File: src/rtl/hazard_sched.sv
// Pipeline hazard scheduler: resolves load-use, mult/div and control hazards into
// hold/flush/bubble controls for the 5-stage pipe, with saturating event counters.
module hazard_sched #(
    parameter int MD_LAT = 8,
    parameter int CNT_W  = 16
) (
    input  logic             clk,
    input  logic             rst,
    input  logic [4:0]       id_rs,
    input  logic [4:0]       id_rt,
    input  logic             id_use_rs,
    input  logic             id_use_rt,
    input  logic             id_md_read,
    input  logic             id_md_start,
    input  logic             id_jump,
    input  logic             ex_memread,
    input  logic [4:0]       ex_rt,
    input  logic             ex_br_taken,
    output logic             Load_Use,
    output logic             pc_write,
    output logic             ifid_flush,
    output logic             idex_bubble,
    output logic             md_busy,
    output logic [CNT_W-1:0] stall_cnt,
    output logic [CNT_W-1:0] flush_cnt
);

    typedef enum logic {
        IDLE = 1'b0,
        BUSY = 1'b1
    } md_state_e;

    localparam logic [CNT_W-1:0] CNT_MAX = '1;

    md_state_e        state_q, state_d;
    logic [7:0]       md_cnt_q, md_cnt_d;
    logic [CNT_W-1:0] stall_cnt_q, stall_cnt_d;
    logic [CNT_W-1:0] flush_cnt_q, flush_cnt_d;

    logic lu, mdh, stall;

    assign md_busy   = (state_q == BUSY);
    assign stall_cnt = stall_cnt_q;
    assign flush_cnt = flush_cnt_q;

    // NOTE: every output gets a default before any branch so no latch is inferred.
    always_comb begin
        lu = ex_memread && (ex_rt != 5'd0) &&
             ((id_use_rs && (id_rs == ex_rt)) || (id_use_rt && (id_rt == ex_rt)));
        mdh   = md_busy && (id_md_read || id_md_start);
        stall = lu || mdh;

        Load_Use    = 1'b0;
        pc_write    = 1'b1;
        ifid_flush  = 1'b0;
        idex_bubble = 1'b0;

        if (ex_br_taken) begin
            ifid_flush  = 1'b1;
            idex_bubble = 1'b1;
        end else if (stall) begin
            Load_Use    = 1'b1;
            pc_write    = 1'b0;
            idex_bubble = 1'b1;
        end else if (id_jump) begin
            ifid_flush  = 1'b1;
        end
    end

    always_comb begin
        state_d  = state_q;
        md_cnt_d = md_cnt_q;
        unique case (state_q)
            IDLE: begin
                // A start squashed by a taken branch or held by a stall never issues.
                if (id_md_start && !stall && !ex_br_taken) begin
                    state_d  = BUSY;
                    md_cnt_d = 8'(MD_LAT - 1);
                end
            end
            BUSY: begin
                if (md_cnt_q == 8'd0) state_d  = IDLE;
                else                  md_cnt_d = md_cnt_q - 8'd1;
            end
            default: state_d = IDLE;
        endcase

        stall_cnt_d = stall_cnt_q;
        flush_cnt_d = flush_cnt_q;
        if (Load_Use && (stall_cnt_q != CNT_MAX))  stall_cnt_d = stall_cnt_q + 1'b1;
        if (ifid_flush && (flush_cnt_q != CNT_MAX)) flush_cnt_d = flush_cnt_q + 1'b1;
    end

    // NOTE: sequential state uses non-blocking assignments so all flops update together.
    always_ff @(posedge clk) begin
        if (rst) begin
            state_q     <= IDLE;
            md_cnt_q    <= 8'd0;
            stall_cnt_q <= '0;
            flush_cnt_q <= '0;
        end else begin
            state_q     <= state_d;
            md_cnt_q    <= md_cnt_d;
            stall_cnt_q <= stall_cnt_d;
            flush_cnt_q <= flush_cnt_d;
        end
    end

endmodule

File: config.mk
export PLATFORM = sky130hd
export DESIGN_NAME = hazard_sched
export DESIGN_NICKNAME = d
export VERILOG_FILES = /design/src/rtl/hazard_sched.sv
export SDC_FILE = /design/constraint.sdc
export NUM_CORES = 1
export LEC_CHECK = 0
export CAP_MARGIN = 15
export CORE_UTILIZATION = 48
export CTS_CLUSTER_DIAMETER = 100
export CTS_CLUSTER_SIZE = 28
export DETAILED_ROUTE_END_ITERATION = 10
export PLACE_DENSITY_LB_ADDON = 0.2
export SLEW_MARGIN = 20
export SYNTH_ARGS = -nofsm -noshare
export SYNTH_HDL_FRONTEND = slang
export SYNTH_SLANG_ARGS = --single-unit
File: constraint.sdc
create_clock -name clk -period 3.05 [get_ports clk]
set_input_delay 0.4575 -clock clk [delete_from_list [all_inputs] [get_ports clk]]
set_output_delay 0.4575 -clock clk [all_outputs]
set_load 0.05 [all_outputs]
# Word level (Yosys, flattened, before mapping)
# Cells that the tools add are included.
# word_totals
regBits	41
input_bits	24
output_inout_bits	37
elab_cells	45
# op_classes
add_sub_neg	3
n_eq_ne	6
mux	14
bitwise	1
n_reduce_logical	17
# op_table
operator	n
adder 16 x 1 -> 16 bit (second input constant)	2
!= test 16 bit (second input constant)	2
two-way mux 8 bit	2
case mux 8 bit (2 select lines)	1
== test 5 bit	2
two-way mux 1 bit	10
logical AND 1 bit	9
logical NOT 8 bit	1
subtractor 8 x 1 -> 8 bit (second input constant)	1
nonzero test 5 bit	1
!= test 2 bit (second input constant)	2
logical OR 1 bit	3
logical NOT 1 bit	2
case mux 1 bit (2 select lines)	1
AND reduction 2 bit	1
NOT 1 bit	1

# Longest topological paths before layout
# logic_depth
word_depth	10
depth_mapped	10
depth_no_buf	9

# Worst setup path after synthesis
# OpenSTA, ideal clock, no wires.
# synth_timing
path_type	input port to output port
startpoint	input port ex_rt[3]
endpoint	output port Load_Use
arrival_ns	2.431
required_ns	2.592
path_slack_ns	0.161
cell_stages	7
n_path_buf	1
cell_sequence	xor2_1 > nor4_2 > a32oi_2 > o21ai_2 > clkbuf_1 > nand2b_1 > inv_1
# synth_between
elab_chain_cells	7
word_cells_on_any_way	11
classes_between	2 x eq/ne; 2 x mux; 7 x reduce/logical
# synth_lines
element	line_no	rtl
from (decl)	17	input logic [4:0] ex_rt,
== test 5 bit	49	((id_use_rs && (id_rs == ex_rt)) || (id_use_rt && (id_rt == ex_rt)));
logical AND 1 bit	49	
logical OR 1 bit	49	
logical AND 1 bit *	48	lu = ex_memread && (ex_rt != 5'd0) &&
logical OR 1 bit *	51	stall = lu || mdh;
two-way mux 1 bit *	61	end else if (stall) begin
two-way mux 1 bit *	58	if (ex_br_taken) begin
to (decl)	19	output logic Load_Use,
# Mark *: on every way between the ends. The rest lies on a longest branch, timed or not.

# Worst setup path in the final report
# Same ends and word-level chain as after synthesis.

==> reports/metrics.cfg <==
[yosys]
synth_nets=294
synth_compound_area_share_pct=15.35
syn_inst=267
synth-edff-count=0
synth_async_sr_flop_share_pct=0
synth-simple-area-share_pct=29.22
synth_fa_ha_area_share_pct=1.706
avgSynthCellArea_um2=8.243
synth_xor_xnor_area_share_pct=11.94
synth_top_area_share_pct=37.29
yosysWarnings=0
syn_area_mm2=0.002201
synth_seq_cells=41
ys_seq_area_share_pct=37.29
synthFlopType=dfxtp_1
synthTopCellsByArea=dfxtp_1 37%, xor2_1 7.6%, nor2_1 6.5%
ys_types=44
synth_area_leader_cell=dfxtp_1
synth_mux_area_share_pct=1.535
synth_top_family_by_area=simple AND/OR/NAND/NOR gates

[worst_setup_path]
slowest_stage=clkdlybuf4s50_1
critical-path-top-delay-family=buffers and inverters
crit_buf_inv=3
cp_cell_sequence=clkdlybuf4s50_1, xor2_1, nor4_2, a32oi_2, o21ai_2, nand2b_1, inv_1, buf_12
cp.arrival_ps=2390
r2r_cells=8
start_kind=primary input
worstSetupPathType=primary input to output pin
cp_max_fo=7
crit_required_ps=2590
end_kind=output pin
slowest_delay_ps=470
worst-path-stages=8

[final_layout]
fillCellCount=378
antenna_cells=0
areaGrowthSynthToFinish_pct=36.55
final_nets=355
stdcell_count=381
seqCellArea_um2=820.8
drive_gt1_share_pct=7.903
multi_input_area_mm2=0.001315

[placement]
hpwl_um=3675
numPortBuffers=60
gp_congestion=0.8276
post-place-cells=373

[cts]
cts_root_buf=clkbuf_8
post_cts_buffers=0
cts_made_buffers=5
cts.path.max_buffers=2
ctsHoldBuffers=0
cts_resized=0
htreeDepth=2
clkSinkCount=41
worstSkewPairLatency_ps=290
cts_tree=done
path_clk_slew_ps=80

[timing]
fmax_ghz=0.3510
slew_viol_final=0
setup_viol=0
tns_ps=0
tightestPinTransition_ps=587.0
period_needed_ps=2849
finClkSkew_ps=5.537
hold_viol=0
maxSlewHeadroom_pct=60.36
rsz0062_at_grt=no
fin_crit_sh_pct=93.42

[run_status]
status=finished, final reports clean

[routing]
routed_wl_um=4929
initialDrtViolationCount=102
vias_per_cell=5.543
detail_route.wl_per_cell_um=12.94
drc=0
vias=2112
ant_nets=0
firstDrtPassIters=5

[min_path]
hold_class=register to register
holdPathStages=1

[global_route]
grt_usage_pct=21.33
grt-ovfl-total=0
grt_pass1_wl_um=8569
grt_pass1_vias=1969
grt_antenna_before_repair=0
grt_max_degree=20

[die]
placementRows=24
dieArea_mm2=0.004860
dieHeight_um=69.72
core_mm2=0.004384
die_x_um=69.72
initial_utilization_pct=50.20
boundaryPins=61

[power_and_ir_drop]
p_per_area_mw_per_mm2=416.8
peakVddDrop_mv=0.2294
leakage_nw=1.067

[run]
cap_violations=0

[per-layer routing]
metal,track usage (%),routed length [um]
met3,5.523,329
met1,26.48,2227
met2,35.81,2331
met5,0,0
met4,7.333,41
[logic make-up after synthesis]
kind of cell,count (synthesis)
AOI/OAI and AO/OA,46
buffers and inverters,17
DFF,41
muxes,3
xor gates and xnor gates,30
and+or+nand+nor,127
adders and majority gates,3
[state kept, by name, summed over array words and instances (netlist names)]
name,cells
md_cnt_q,8
flush_cnt,16
stall_cnt,16
md_busy,1
[stage by stage]
stage	hold slack, ps	power, mW	utilization, %	area, um^2	setup WS [ps]
final	504.7	1.253	68.55	3005	200.8
after global routing	533.1	1.304	68.55	3005	35.57
after CTS	508.2	1.262	68.55	3005	190.4
after detailed placement	494.2	0.8083	65.90	2889	134.7
after global placement	485.2	0.8033	65.90	2889	194.7
after floorplan	461.0	0.7194	-	2201	161.5
[area by class of cell]
type | count | share of cell area, %
Inverter | 6 | 0.7494
Timing Repair Buffer | 65 | 22.15
Tap cell | 52 | 2.165
Multi-Input combinational cell | 209 | 43.76
Clock inverter | 1 | 0.9992
Clock buffer | 7 | 2.873
Sequential cell | 41 | 27.31
[placed cells by master, fill, tap and decap left out, types with 2 or more instances in the layout]
cell / instances
nand2b_1: 5
xnor2_1: 11
a311oi_1: 5
a21oi_1: 16
nor4_1: 4
xor2_1: 19
and3_1: 3
ha_1: 3
dfxtp_1: 41
and4_1: 2
nor3_1: 4
and2_1: 2
nor2b_1: 5
or3_1: 6
nand2_1: 22
buf_4: 6
mux2_1: 3
clkdlybuf4s50_1: 56
nand4_1: 13
nand3_1: 15
buf_12: 3
o21ai_0: 9
inv_1: 6
clkbuf_8: 6
or4_1: 3
nor2_1: 38
o31ai_1: 3
[synthesized netlist by cell type (6+ instances only)]
cell type,instances
or3_1,6
nand3_1,15
clkbuf_1,9
xor2_1,19
nand4_1,13
nand2_1,22
inv_1,6
o21ai_0,9
a21oi_1,16
xnor2_1,11
nor2_1,38
dfxtp_1,41
[worst register-to-register path: cells and delay by family, from the launching register on]
| family | cells | cell delay [ps] |
|---|---|---|
| simple gates | 6 | 1150 |
| flops | 1 | 460 |
| fa+ha+maj | 1 | 360 |
| mux | 1 | 320 |
[power by group]
| part | internal, mW | total (mW) | switching, mW |
|---|---|---|---|
| clock network | 0.267 | 0.457 | 0.190 |
| registers | 0.551 | 0.573 | 0.0225 |
| logic | 0.0974 | 0.223 | 0.125 |
[path summary, 6_finish.rpt]
kind                      from            end  slack, ps
setup reg to reg  flush_cnt[0]  flush_cnt[12]        650
hold reg to reg    md_cnt_q[2]    md_cnt_q[2]        500
setup / recovery      ex_rt[3]       Load_Use        200
hold / removal     md_cnt_q[2]    md_cnt_q[2]        500
(Power assumes the default switching activity.)
